## src/rtl/uart_pkg.sv

```systemverilog
// rtl/uart_pkg.sv - shared UART definitions for tx_uart / rx_uart
//
// Purpose : FSM state enum, payload width, line levels and the parity helper
//           shared by the transmitter and receiver.
// Ports   : none (package).
// Options : TX_PARITY_EN (in tx_uart) makes use of ST_PARITY and parity_bit().
package uart_pkg;

    localparam int DATA_W = 8;

    localparam logic IDLE_LVL  = 1'b1;
    localparam logic START_LVL = 1'b0;
    localparam logic STOP_LVL  = 1'b1;

    typedef enum logic [2:0] {
        ST_IDLE,
        ST_START,
        ST_DATA,
        ST_PARITY,
        ST_STOP
    } uart_state_t;

    function automatic logic parity_bit(input logic [DATA_W-1:0] data, input logic odd);
        return (^data) ^ odd;
    endfunction

endpackage

```

## src/rtl/uart_bit_timer.sv

```systemverilog
// rtl/uart_bit_timer.sv - per-bit cycle counter for the UART FSMs
//
// Purpose : counts 0..CYCLE_PER_BIT-1 and wraps, marking bit boundaries.
// Ports   : clk, rst (async active-low), clear (hold count at 0),
//           bit_end (last cycle of a bit), bit_pre_end (cycle before the last,
//           lets callers register a pulse that lands on the last cycle).
module uart_bit_timer #(
    parameter int CYCLE_PER_BIT = 10
) (
    input  logic clk,
    input  logic rst,
    input  logic clear,
    output logic bit_end,
    output logic bit_pre_end
);

    localparam int CW = (CYCLE_PER_BIT > 1) ? $clog2(CYCLE_PER_BIT) : 1;
    localparam logic [CW-1:0] LAST = CW'(CYCLE_PER_BIT - 1);
    localparam logic [CW-1:0] PRE  = CW'(CYCLE_PER_BIT - 2);

    logic [CW-1:0] cnt;

    always_ff @(posedge clk or negedge rst) begin
        if (!rst) begin
            cnt <= '0;
        end else if (clear || cnt == LAST) begin
            cnt <= '0;
        end else begin
            cnt <= cnt + CW'(1);
        end
    end

    assign bit_end     = (cnt == LAST);
    assign bit_pre_end = (cnt == PRE);

endmodule

```

## src/rtl/tx_uart.sv

```systemverilog
// rtl/tx_uart.sv - 8N1 UART transmitter with one-byte holding register
//
// Purpose : serialises bytes LSB first; a holding register lets the next byte
//           follow the previous stop bit with no idle gap.
// Ports   : clk, rst (async active-low),
//           in_valid_tx / in_ready_tx / data_tx  byte handshake,
//           out_serial_tx  registered serial line (idles high),
//           out_busy_tx    high while not idle,
//           out_done_tx    one-cycle pulse on the last cycle of each stop bit.
// Options : define TX_PARITY_EN to insert a parity bit (PARITY_ODD selects odd).
module tx_uart #(
    parameter int CYCLE_PER_BIT = 10,
    parameter int DATA_W        = 8,
    parameter int PARITY_ODD    = 0
) (
    input  logic              clk,
    input  logic              rst,
    input  logic              in_valid_tx,
    output logic              in_ready_tx,
    input  logic [DATA_W-1:0] data_tx,
    output logic              out_serial_tx,
    output logic              out_busy_tx,
    output logic              out_done_tx
);

    import uart_pkg::*;

    if (CYCLE_PER_BIT < 2 || DATA_W != uart_pkg::DATA_W || PARITY_ODD < 0 || PARITY_ODD > 1)
    begin : g_param_check
        $error("tx_uart: unsupported parameter value");
    end

    uart_state_t       state;
    logic [DATA_W-1:0] hold_data;
    logic [DATA_W-1:0] shift;
    logic              hold_full;
    logic [2:0]        bit_idx;
    logic              bit_end;
    logic              bit_pre_end;
    logic              push;
`ifdef TX_PARITY_EN
    logic              par;
`endif

    // Push needs an empty slot and pop needs a full one, so they never coincide.
    assign push        = in_valid_tx && !hold_full;
    assign in_ready_tx = !hold_full;

    uart_bit_timer #(
        .CYCLE_PER_BIT(CYCLE_PER_BIT)
    ) u_bit_timer (
        .clk        (clk),
        .rst        (rst),
        .clear      (state == ST_IDLE),
        .bit_end    (bit_end),
        .bit_pre_end(bit_pre_end)
    );

    always_ff @(posedge clk or negedge rst) begin
        if (!rst) begin
            hold_full <= 1'b0;
            hold_data <= '0;
        end else if (push) begin
            hold_full <= 1'b1;
            hold_data <= data_tx;
        end else if (hold_full && (state == ST_IDLE || (state == ST_STOP && bit_end))) begin
            hold_full <= 1'b0;
        end
    end

    always_ff @(posedge clk or negedge rst) begin
        if (!rst) begin
            state         <= ST_IDLE;
            shift         <= '0;
            bit_idx       <= '0;
            out_serial_tx <= IDLE_LVL;
            out_busy_tx   <= 1'b0;
            out_done_tx   <= 1'b0;
`ifdef TX_PARITY_EN
            par           <= 1'b0;
`endif
        end else begin
            // Registered one cycle early so the pulse sits on the stop bit's last cycle.
            out_done_tx <= (state == ST_STOP) && bit_pre_end;
            case (state)
                ST_IDLE: begin
                    out_serial_tx <= IDLE_LVL;
                    if (hold_full) begin
                        state         <= ST_START;
                        shift         <= hold_data;
                        bit_idx       <= '0;
                        out_serial_tx <= START_LVL;
                        out_busy_tx   <= 1'b1;
`ifdef TX_PARITY_EN
                        par           <= parity_bit(hold_data, PARITY_ODD != 0);
`endif
                    end
                end
                ST_START: begin
                    if (bit_end) begin
                        state         <= ST_DATA;
                        out_serial_tx <= shift[0];
                    end
                end
                ST_DATA: begin
                    if (bit_end) begin
                        if (bit_idx == 3'd7) begin
`ifdef TX_PARITY_EN
                            state         <= ST_PARITY;
                            out_serial_tx <= par;
`else
                            state         <= ST_STOP;
                            out_serial_tx <= STOP_LVL;
`endif
                        end else begin
                            bit_idx       <= bit_idx + 3'd1;
                            shift         <= shift >> 1;
                            out_serial_tx <= shift[1];
                        end
                    end
                end
`ifdef TX_PARITY_EN
                ST_PARITY: begin
                    if (bit_end) begin
                        state         <= ST_STOP;
                        out_serial_tx <= STOP_LVL;
                    end
                end
`endif
                ST_STOP: begin
                    if (bit_end) begin
                        if (hold_full) begin
                            // Back-to-back: next start bit follows with no idle cycle.
                            state         <= ST_START;
                            shift         <= hold_data;
                            bit_idx       <= '0;
                            out_serial_tx <= START_LVL;
`ifdef TX_PARITY_EN
                            par           <= parity_bit(hold_data, PARITY_ODD != 0);
`endif
                        end else begin
                            state         <= ST_IDLE;
                            out_busy_tx   <= 1'b0;
                        end
                    end
                end
                default: begin
                    state         <= ST_IDLE;
                    out_serial_tx <= IDLE_LVL;
                    out_busy_tx   <= 1'b0;
                end
            endcase
        end
    end

endmodule

```

## config.mk

```make
export PLATFORM = sky130hd
export DESIGN_NAME = tx_uart
export DESIGN_NICKNAME = d
export VERILOG_FILES = /design/src/rtl/uart_pkg.sv /design/src/rtl/uart_bit_timer.sv /design/src/rtl/tx_uart.sv
export SDC_FILE = /design/constraint.sdc
export NUM_CORES = 1
export LEC_CHECK = 0
export BUFFER_PORTS_ARGS = -buffer_cell sky130_fd_sc_hd__buf_2
export CAP_MARGIN = 30
export CORE_ASPECT_RATIO = 1.5
export CORE_MARGIN = 5
export CORE_UTILIZATION = 37
export CTS_BUF_LIST = sky130_fd_sc_hd__clkbuf_8
export DETAILED_ROUTE_END_ITERATION = 7
export GPL_TIMING_DRIVEN = 0
export PLACE_DENSITY = 0.64
export SETUP_SLACK_MARGIN = 0.2
export SYNTH_ARGS = -nofsm -noshare
export SYNTH_HDL_FRONTEND = slang
export SYNTH_SLANG_ARGS = --single-unit
```

## constraint.sdc

```tcl
create_clock -name clk -period 1.7 [get_ports clk]
set_input_delay 0.17 -clock clk [delete_from_list [all_inputs] [get_ports clk]]
set_output_delay 0.17 -clock clk [all_outputs]
set_load 0.02 [all_outputs]
```

Word level (Yosys, flattened, before mapping)
Index checks and enable logic that the tools add are counted.
{"block": "op_classes", "add_sub_neg": 2, "eq_ne": 14, "muxes": 31, "n_reduce_logical": 15, "bitwise_logic": 1}
{"op": "8-bit 2-to-1 mux", "count": 4}
{"op": "3-bit 2-to-1 mux", "count": 9}
{"op": "8-bit one-hot mux with 3 select lines", "count": 1}
{"op": "2-bit != test (second input constant)", "count": 8}
{"op": "1-bit 2-to-1 mux", "count": 12}
{"op": "3-bit one-hot mux with 4 select lines", "count": 1}
{"op": "4-bit AND reduction", "count": 3}
{"op": "3-bit one-hot mux with 3 select lines", "count": 1}
{"op": "4-bit == test (second input constant)", "count": 2}
{"op": "3-bit == test (second input constant)", "count": 2}
{"op": "5-bit AND reduction", "count": 1}
{"op": "4-bit by 1-bit adder with 4-bit output (second input constant)", "count": 1}
{"op": "1-bit logical AND", "count": 4}
{"op": "4-bit 2-to-1 mux", "count": 1}
{"op": "1-bit one-hot mux with 4 select lines", "count": 1}
{"op": "3-bit by 1-bit adder with 3-bit output (second input constant)", "count": 1}
{"op": "3-bit by 1-bit == test with 1-bit output (second input constant)", "count": 1}
{"op": "3-bit by 2-bit == test with 1-bit output (second input constant)", "count": 1}
{"op": "3-bit zero test", "count": 1}
{"op": "1-bit one-hot mux with 3 select lines", "count": 1}
{"op": "3-bit nonzero test", "count": 1}
{"op": "1-bit logical OR", "count": 2}
{"op": "2-bit nonzero test", "count": 1}
{"op": "2-bit OR reduction", "count": 1}
{"op": "other kinds (2)", "count": 2}
{"block": "word_totals", "register_bits": 30, "output_inout_bits": 4, "word_cells": 72, "inputBits": 11}

Depth between registers and ports, before layout
Gate-level depths: netlist (run 1).
{"block": "depth", "depth_word": 6, "depth_mapped": 7, "mapped_depth_nobuf": 6}

By module
A second synthesis (run 1) with hierarchy kept.
{"block": "unflattened", "hier_cells": 132, "hier_area_um2": 1584.0}
{"mod": "tx_uart", "cells_each": 110, "area_per_inst_um2": 1340.0, "n_inst": 1, "seq_area_each_um2": 651.9}
{"mod": "uart_bit_timer", "cells_each": 22, "area_per_inst_um2": 244.0, "n_inst": 1, "seq_area_each_um2": 100.1}

Worst setup path before layout (run 1)
Ideal clock, no wire load.
{"block": "synth_timing", "path_type": "register to register", "startpoint": "register bit_idx[0]", "endpoint": "register bit_idx[1]", "t_required_ps": 1574, "path_stages_with_launch": 7, "setup_ps": 126, "arrival_time_ps": 1709, "path_buffers": 1, "period_less_slack_ps": 1835, "slack_ps": -135, "cell_sequence": "dfrtp_1 > ha_1 > ha_1 > or3b_1 > a221oi_4 > buf_6 > o21ai_0"}
{"block": "synth_between", "elab_chain_len": 4, "elab_cells_between_ends": 7, "cone_classes": "add/sub: 1; eq/ne: 2; mux: 3; reduce/logical: 1"}
{"element": "from (decl)", "line_no": "tx_uart.sv:37", "text": "logic [2:0] bit_idx;"}
{"element": "from (signal assigned)", "line_no": "tx_uart.sv:116", "text": "bit_idx <= bit_idx + 3'd1;"}
{"element": "3-bit by 1-bit adder with 3-bit output", "line_no": "tx_uart.sv:116"}
{"element": "3-bit 2-to-1 mux", "line_no": "tx_uart.sv:107", "text": "if (bit_idx == 3'd7) begin"}
{"element": "3-bit 2-to-1 mux", "line_no": "tx_uart.sv:106", "text": "if (bit_end) begin"}
{"element": "3-bit one-hot mux with 3 select lines", "line_no": "tx_uart.sv:85", "text": "case (state)"}
Parallel ways exist; a longest one is shown, timed or not. The select of a mux whose other input is x is not followed.
A chain may end at the register's enable or synchronous reset.

Worst setup path after layout (run 1)
{"block": "layout_timing", "startpoint": "register bit_idx[1]", "endpoint": "register shift[4]"}
{"block": "layout_between", "elab_chain_len": 3}
{"element": "3-bit == test", "line_no": "tx_uart.sv:107"}
{"element": "2-bit != test (no line)"}
{"element": "4-bit AND reduction (no line)"}
{"element": "to (signal assigned)", "line_no": "tx_uart.sv:90", "text": "shift <= hold_data;"}
{"element": "to (signal assigned)", "line_no": "tx_uart.sv:117", "text": "shift <= shift >> 1;"}
{"element": "to (signal assigned)", "line_no": "tx_uart.sv:135", "text": "shift <= hold_data;"}
{"element": "to (decl)", "line_no": "tx_uart.sv:35", "text": "logic [DATA_W-1:0] shift;"}
Every way passes these cells.

==> results_dict.tcl, run 1 <==
set metrics [dict create \
    worst_pin_slew_ns 0.6766 \
    ff2ff_setup_slack_ns -0.16 \
    global_route_wire_length_before_repair_um 5299 \
    filler_cell_count 356 \
    cts-root-buf "sky130_fd_sc_hd__clkbuf_8" \
    gr-total-overflow 0 \
    max_freq_ghz 0.5371 \
    numPortBuffers 14 \
    grtUsageTotal 0.1202 \
    final-setup-viol-count 12 \
    r2r_end "shift[4]$_DFFE_PN0P_" \
    syn-mean-instance-area_um2 11.13 \
    clkTransAtPathRegs_ns 0.06 \
    crit_path_end_kind "flip-flop" \
    placed_area_um2 1665 \
    path_max_fanout 5 \
    setup-tns-final_ns -1.590 \
    core_area_um2 3959 \
    detail_route.first_pass.iterations 3 \
    power_leakage_nw 0.8397 \
    timing.setup.critical_path_class "flip-flop to flip-flop" \
    detail_route.iter0.violations 58 \
    grt_antenna_before_repair 0 \
    cts_inserted_buffers 5 \
    floorplan.rows 28 \
    yosysSeqAreaShare 0.4967 \
    place_hpwl_um 2006 \
    max_capacitance_violation_count 0 \
    clkLatencyLatePin_ns 0.28 \
    finalWeightedCongestion 0.7896 \
    die_height_um 88.34 \
    worst_setup_path_start_kind "flip-flop" \
    r2r-start "bit_idx[1]$_DFFE_PN0P_" \
    via_per_inst 5.075 \
    synth_top_area_cells "sky130_fd_sc_hd__dfrtp_1, sky130_fd_sc_hd__mux2_2, sky130_fd_sc_hd__mux2i_1" \
    synth.most_common_cell "sky130_fd_sc_hd__dfrtp_1" \
    synthDominantCellAreaShare 0.4793 \
    grt_pass1_vias 1179 \
    synth.cells.most_frequent "sky130_fd_sc_hd__dfrtp_1, sky130_fd_sc_hd__nor2_1, sky130_fd_sc_hd__inv_1, sky130_fd_sc_hd__mux2_2" \
    count_of_mapped_cells_out_of_synthesis 136 \
    routed-via-count 1081 \
    clock_tree.htree_level_count 2 \
    clock_skew_ns 0.004130 \
    tritoncts_num_sinks 30 \
    number_of_slew_limit_violations_in_the_final_report 0 \
    post-route-period-util 1.095 \
    number_of_synthesized_flops_with_an_enable_pin 0 \
    final_cell_count_no_fill 213 \
    ant_nets 0 \
    power.total_mw 3.060 \
    hold_class "primary input to flip-flop" \
    maximum_number_of_pins_on_one_net_before_global_route_repair 31 \
    flow.area_growth_from_synthesis_pct 26.69 \
    report.final.hold_viol_count 0 \
    finalWorstPathRequiredPeriod_ns 1.862 \
    floorplan.initialDensity 0.3824 \
    post-place-ws_ns -0.1796 \
    synthesis.nets 152 \
    place_inst 195 \
    clock_tree_from_tritoncts "yes" \
    max-vdd-ir-drop_uv 888.0 \
    stdcell_area_um2 1918 \
    floorplan.io_pins 15 \
    final.setup.worst_slack_ns -0.1620 \
    violations_in_the_final_reports "setup timing" \
    hold_slack_ns 0.1182 \
    num_antenna_cells 0 \
    worst_hold_startpoint "data_tx[1]" \
    run_status "finished, violations left" \
    wl_per_cell_um 14.09 \
    die_width_um 62.23 \
    max-slew-margin-rel 0.5489 \
    design.final.nets 183 \
    remaining_drc_errors 0 \
    synth_register_bits 30 \
    ys_async_sr_fraction 1.000 \
    critPathRequiredTime_ns 1.91 \
    post_route_cells_drive_above_1_share 0.4286 \
    worst_ep_arrival_time_ns 2.07 \
    clockBufferDepth 2 \
    rsz0062_at_grt "true" \
    detail_route.wirelength_um 3002 \
    min_to "hold_data[1]$_DFFE_PN0P_" \
    reg2reg_depth 7 \
    hold_path_depth 2 \
    synth.lib_cells_used.distinct 37 \
    yosys_most_used_dff "sky130_fd_sc_hd__dfrtp_1" \
    floorplan.die_area_um2 5497 \
    power-per-cell-area_nw_per_um2 1595 \
    netlist.top_cell.by_area "sky130_fd_sc_hd__dfrtp_1" \
    utilization 0.4845 \
    ys.warnings.count 0 \
    mappedNetlistArea_um2 1514 \
]
registers in the layout (all words and copies together), names as in the netlist:
name	count
hold_full	1
bit_idx	3
out_serial_tx	1
out_busy_tx	1
out_done_tx	1
state	3
u_bit_timer.cnt	4
hold_data	8
shift	8
layer usage:
layer	wire, um	track usage	up-vias
li1	-	-	529
met4	72	0.06114	0
met1	1170	0.1302	526
met5	0	0	-
met2	1642	0.2104	18
met3	115	0.03812	8
layout by cell type, fill, tap and decap left out, drive strengths merged, types with 2 or more instances in the layout:
cell and count:
a21oi 10, and3b 2, buf 28, clkbuf 7
clkinv 2, dfrtp 29, ha 5, inv 11
mux2 9, mux2i 7, nand2 3, nand3 5
nand3b 3, nor2 16, nor2b 2, nor4b 2
o21ai 5, or2 2, xor2 2
area by class of cell:
cell class	instances	area, um2	share of cell area
clock buffers	5	68.82	0.03588
clock inverters	3	40.04	0.02087
repair buffers	24	155.1	0.08089
multi-input cells	88	755.7	0.3940
inverters	11	41.29	0.02153
plain buffers	7	47.55	0.02479
well taps	45	56.30	0.02935
flip-flops and latches	30	753.2	0.3927
cell families after synthesis:
logic type | count (synthesis) | share of synthesized area
adders and majority gates | 6 | 0.04793
muxes | 16 | 0.1132
DFF | 30 | 0.4967
AOI/OAI and AO/OA | 24 | 0.1314
buffers and inverters | 18 | 0.05702
and+or+nand+nor | 39 | 0.1364
xor gates and xnor gates | 3 | 0.01736
worst max-delay path by stage:
stage	endpoint	from	slack [ns]	cells past startpoint
3_3_place_gp	shift[7]$_DFFE_PN0P_	bit_idx[0]$_DFFE_PN0P_	-0.14	6
6_report	shift[4]$_DFFE_PN0P_	bit_idx[1]$_DFFE_PN0P_	-0.16	7
2_1_floorplan	bit_idx[1]$_DFFE_PN0P_	bit_idx[0]$_DFFE_PN0P_	-0.05	6
3_5_place_dp	shift[7]$_DFFE_PN0P_	bit_idx[1]$_DFFE_PN0P_	-0.18	7
5_1_grt	bit_idx[2]$_DFFE_PN0P_	bit_idx[1]$_DFFE_PN0P_	-0.23	7
4_1_cts	shift[7]$_DFFE_PN0P_	bit_idx[1]$_DFFE_PN0P_	-0.17	7
power breakdown:
group / total [mW] / leakage, nW / switching, mW / internal, mW
Clock: 0.703 / 0.0579 / 0.272 / 0.431
Combinational: 1.13 / 0.425 / 0.540 / 0.587
Sequential: 1.23 / 0.357 / 0.220 / 1.01
repair_timing:
item / CTS / global route
setup endpoints to repair: 20 / 19
resized for setup: 8 / 15
endpoints found under the hold margin: 29 / 0
gates cloned: 0 / 1
hold buffers: 1 / 0
pin swaps: 3 / 7
buffers inserted: 2 / 6
worst max-delay path: stages, from the launching register on:
cell and delay (ns):
sky130_fd_sc_hd__dfrtp_1 0.39, sky130_fd_sc_hd__ha_2 0.19, sky130_fd_sc_hd__ha_4 0.16, sky130_fd_sc_hd__or3b_4 0.38, sky130_fd_sc_hd__a221oi_4 0.32, sky130_fd_sc_hd__buf_4 0.21
sky130_fd_sc_hd__nor2_1 0.05, sky130_fd_sc_hd__a21oi_2 0.09
(Power assumes the default switching activity.)
==> inputs of run 2 (changes only) <==
--- a/config.mk
+++ b/config.mk
@@ -5,7 +5,7 @@
 export SDC_FILE = /design/constraint.sdc
 export NUM_CORES = 1
 export LEC_CHECK = 0
-export BUFFER_PORTS_ARGS = -buffer_cell sky130_fd_sc_hd__buf_2
+export BUFFER_PORTS_ARGS = -buffer_cell sky130_fd_sc_hd__buf_4
 export CAP_MARGIN = 30
 export CORE_ASPECT_RATIO = 1.5
 export CORE_MARGIN = 5
==> results_dict.tcl, run 2 (synthesis results as in run 1) <==
set metrics [dict create \
    critPathRequiredTime_ns 1.91 \
    die_width_um 62.23 \
    worstPathCellList "ha_2 > ha_4 > or3b_4 > a221oi_4 > buf_6 > buf_6 > nor2_2 > a21oi_2" \
    finalWorstPathRequiredPeriod_ns 1.864 \
    mostFrequentLayoutCells "sky130_fd_sc_hd__dfrtp_1, sky130_fd_sc_hd__buf_4, sky130_fd_sc_hd__inv_1" \
    clock_skew_ns 0.009336 \
    worst_path_most_repeated_cell "sky130_fd_sc_hd__buf_6" \
    post-place-ws_ns -0.1852 \
    utilization 0.4946 \
    max-vdd-ir-drop_uv 921.7 \
    global_route_wire_length_before_repair_um 5375 \
    numPortBuffers 14 \
    violations_in_the_final_reports "setup timing" \
    ant_nets 0 \
    maximum_number_of_pins_on_one_net_before_global_route_repair 31 \
    gr-max-usage-layer "met2" \
    r2r-start "bit_idx[1]$_DFFE_PN0P_" \
    path_max_fanout 5 \
    post_route_cells_drive_above_1_share 0.4438 \
    cpPeakStageDelay_ns 0.40 \
    flow.area_growth_from_synthesis_pct 29.34 \
    grtUsageMet2 0.2226 \
    gr-total-overflow 0 \
    report.final.hold_viol_count 0 \
    floorplan.initialDensity 0.3824 \
    via_per_inst 5.056 \
    worst_setup_path_start_kind "flip-flop" \
    hold_slack_ns 0.1254 \
    filler_cell_count 367 \
    core_area_um2 3959 \
    detail_route.first_pass.iterations 4 \
    grt_antenna_before_repair 0 \
    run_status "finished, violations left" \
    path_delay_family "simple AND/OR/NAND/NOR gates" \
    cp-startpoint "bit_idx[1]$_DFFE_PN0P_" \
    power-per-cell-area_nw_per_um2 1490 \
    detail_route.iter0.violations 29 \
    wl_per_cell_um 14.21 \
    max_freq_ghz 0.5365 \
    clkLatencyLatePin_ns 0.28 \
    rsz0062_at_grt "true" \
    floorplan.die_area_um2 5497 \
    cts-root-buf "sky130_fd_sc_hd__clkbuf_8" \
    crit_path_end_kind "flip-flop" \
    worst_ep_arrival_time_ns 2.07 \
    power.total_mw 2.918 \
    post-route-period-util 1.097 \
    max_capacitance_violation_count 0 \
    final.setup.worst_slack_ns -0.1641 \
    hold_class "primary input to flip-flop" \
    routed-via-count 1082 \
    timing.setup.critical_path_class "flip-flop to flip-flop" \
    use_met3 0.04066 \
    design.final.nets 184 \
    cts_inserted_buffers 5 \
    power_leakage_nw 0.8503 \
    clock_tree.htree_level_count 2 \
    final-setup-viol-count 11 \
    layout_commonest_cell "sky130_fd_sc_hd__dfrtp_1" \
    critical_path.endpoint "shift[2]$_DFFE_PN0P_" \
    reg2reg_depth 8 \
    worst-path-stages 8 \
    grt_use_met1 0.1333 \
    grtUsageTotal 0.1234 \
    finalWeightedCongestion 0.7672 \
    floorplan.rows 28 \
    worst_path_max_delay_cell "sky130_fd_sc_hd__dfrtp_1" \
    clock_tree_from_tritoncts "yes" \
    worstPathBufferInverterCount 2 \
    die_height_um 88.34 \
    floorplan.io_pins 15 \
    place_hpwl_um 1973 \
    clkTransAtPathRegs_ns 0.07 \
    setup-tns-final_ns -1.689 \
    max-slew-margin-rel 0.7418 \
    number_of_slew_limit_violations_in_the_final_report 0 \
    grt_pass1_vias 1202 \
    tritoncts_num_sinks 30 \
    largestRegisters "hold_data x8, shift x8, u_bit_timer.cnt x4" \
    num_antenna_cells 0 \
    remaining_drc_errors 0 \
    clockBufferDepth 2 \
    detail_route.wirelength_um 3040 \
    hold_path_depth 2 \
    ff2ff_setup_slack_ns -0.16 \
    r2r_end "shift[2]$_DFFE_PN0P_" \
    worst_pin_slew_ns 0.3873 \
]
[run 2: per-layer routing]
layer | vias to the layer above | share of wire
met4 | 0 | 0.017
met2 | 20 | 0.56
met3 | 6 | 0.046
met5 | - | 0
li1 | 531 | -
met1 | 525 | 0.38
[run 2: layout make-up]
type / instances / area, um2 / share of cell area
Clock buffer: 5 / 68.82 / 0.03514
Tap cell: 45 / 56.30 / 0.02875
Clock inverter: 3 / 11.26 / 0.005751
Multi-Input combinational cell: 88 / 774.5 / 0.3955
Sequential cell: 30 / 754.5 / 0.3853
Timing Repair Buffer: 25 / 201.4 / 0.1029
Buffer: 7 / 50.05 / 0.02556
Inverter: 11 / 41.29 / 0.02109
[run 2: stage by stage]
step / std cells / cell area, um2
2_1_floorplan: 136 / 1539
3_5_place_dp: 195 / 1700
4_1_cts: 212 / 1917
6_report: 214 / 1958
5_1_grt: 214 / 1958
3_3_place_gp: 195 / 1700
[run 2: timing repair]
item                                    in CTS  in global routing
hold endpoints to repair                    29                  0
endpoints found under the setup margin      21                 16
setup buffers                                6                  2
pin swaps                                    5                  4
gates resized for setup                     23                  9
gates cloned                                 2                  0
hold buffers                                 1                  0
[run 2: worst min-delay path by stage]
stage / from / slack (ns) / to
6_report: data_tx[2] / 0.13 / hold_data[2]$_DFFE_PN0P_
5_1_grt: data_tx[0] / 0.12 / hold_data[0]$_DFFE_PN0P_
4_1_cts: data_tx[2] / 0.12 / hold_data[2]$_DFFE_PN0P_
3_5_place_dp: rst / 0.12 / u_bit_timer.cnt[2]$_DFF_PN0_
3_3_place_gp: rst / 0.12 / u_bit_timer.cnt[2]$_DFF_PN0_
2_1_floorplan: rst / -0.13 / bit_idx[0]$_DFFE_PN0P_
[run 2: power by group]
group / total (mW) / internal, mW / switching (mW)
combinational: 1.16 / 0.618 / 0.543
clock: 0.521 / 0.272 / 0.249
sequential: 1.24 / 1.01 / 0.224
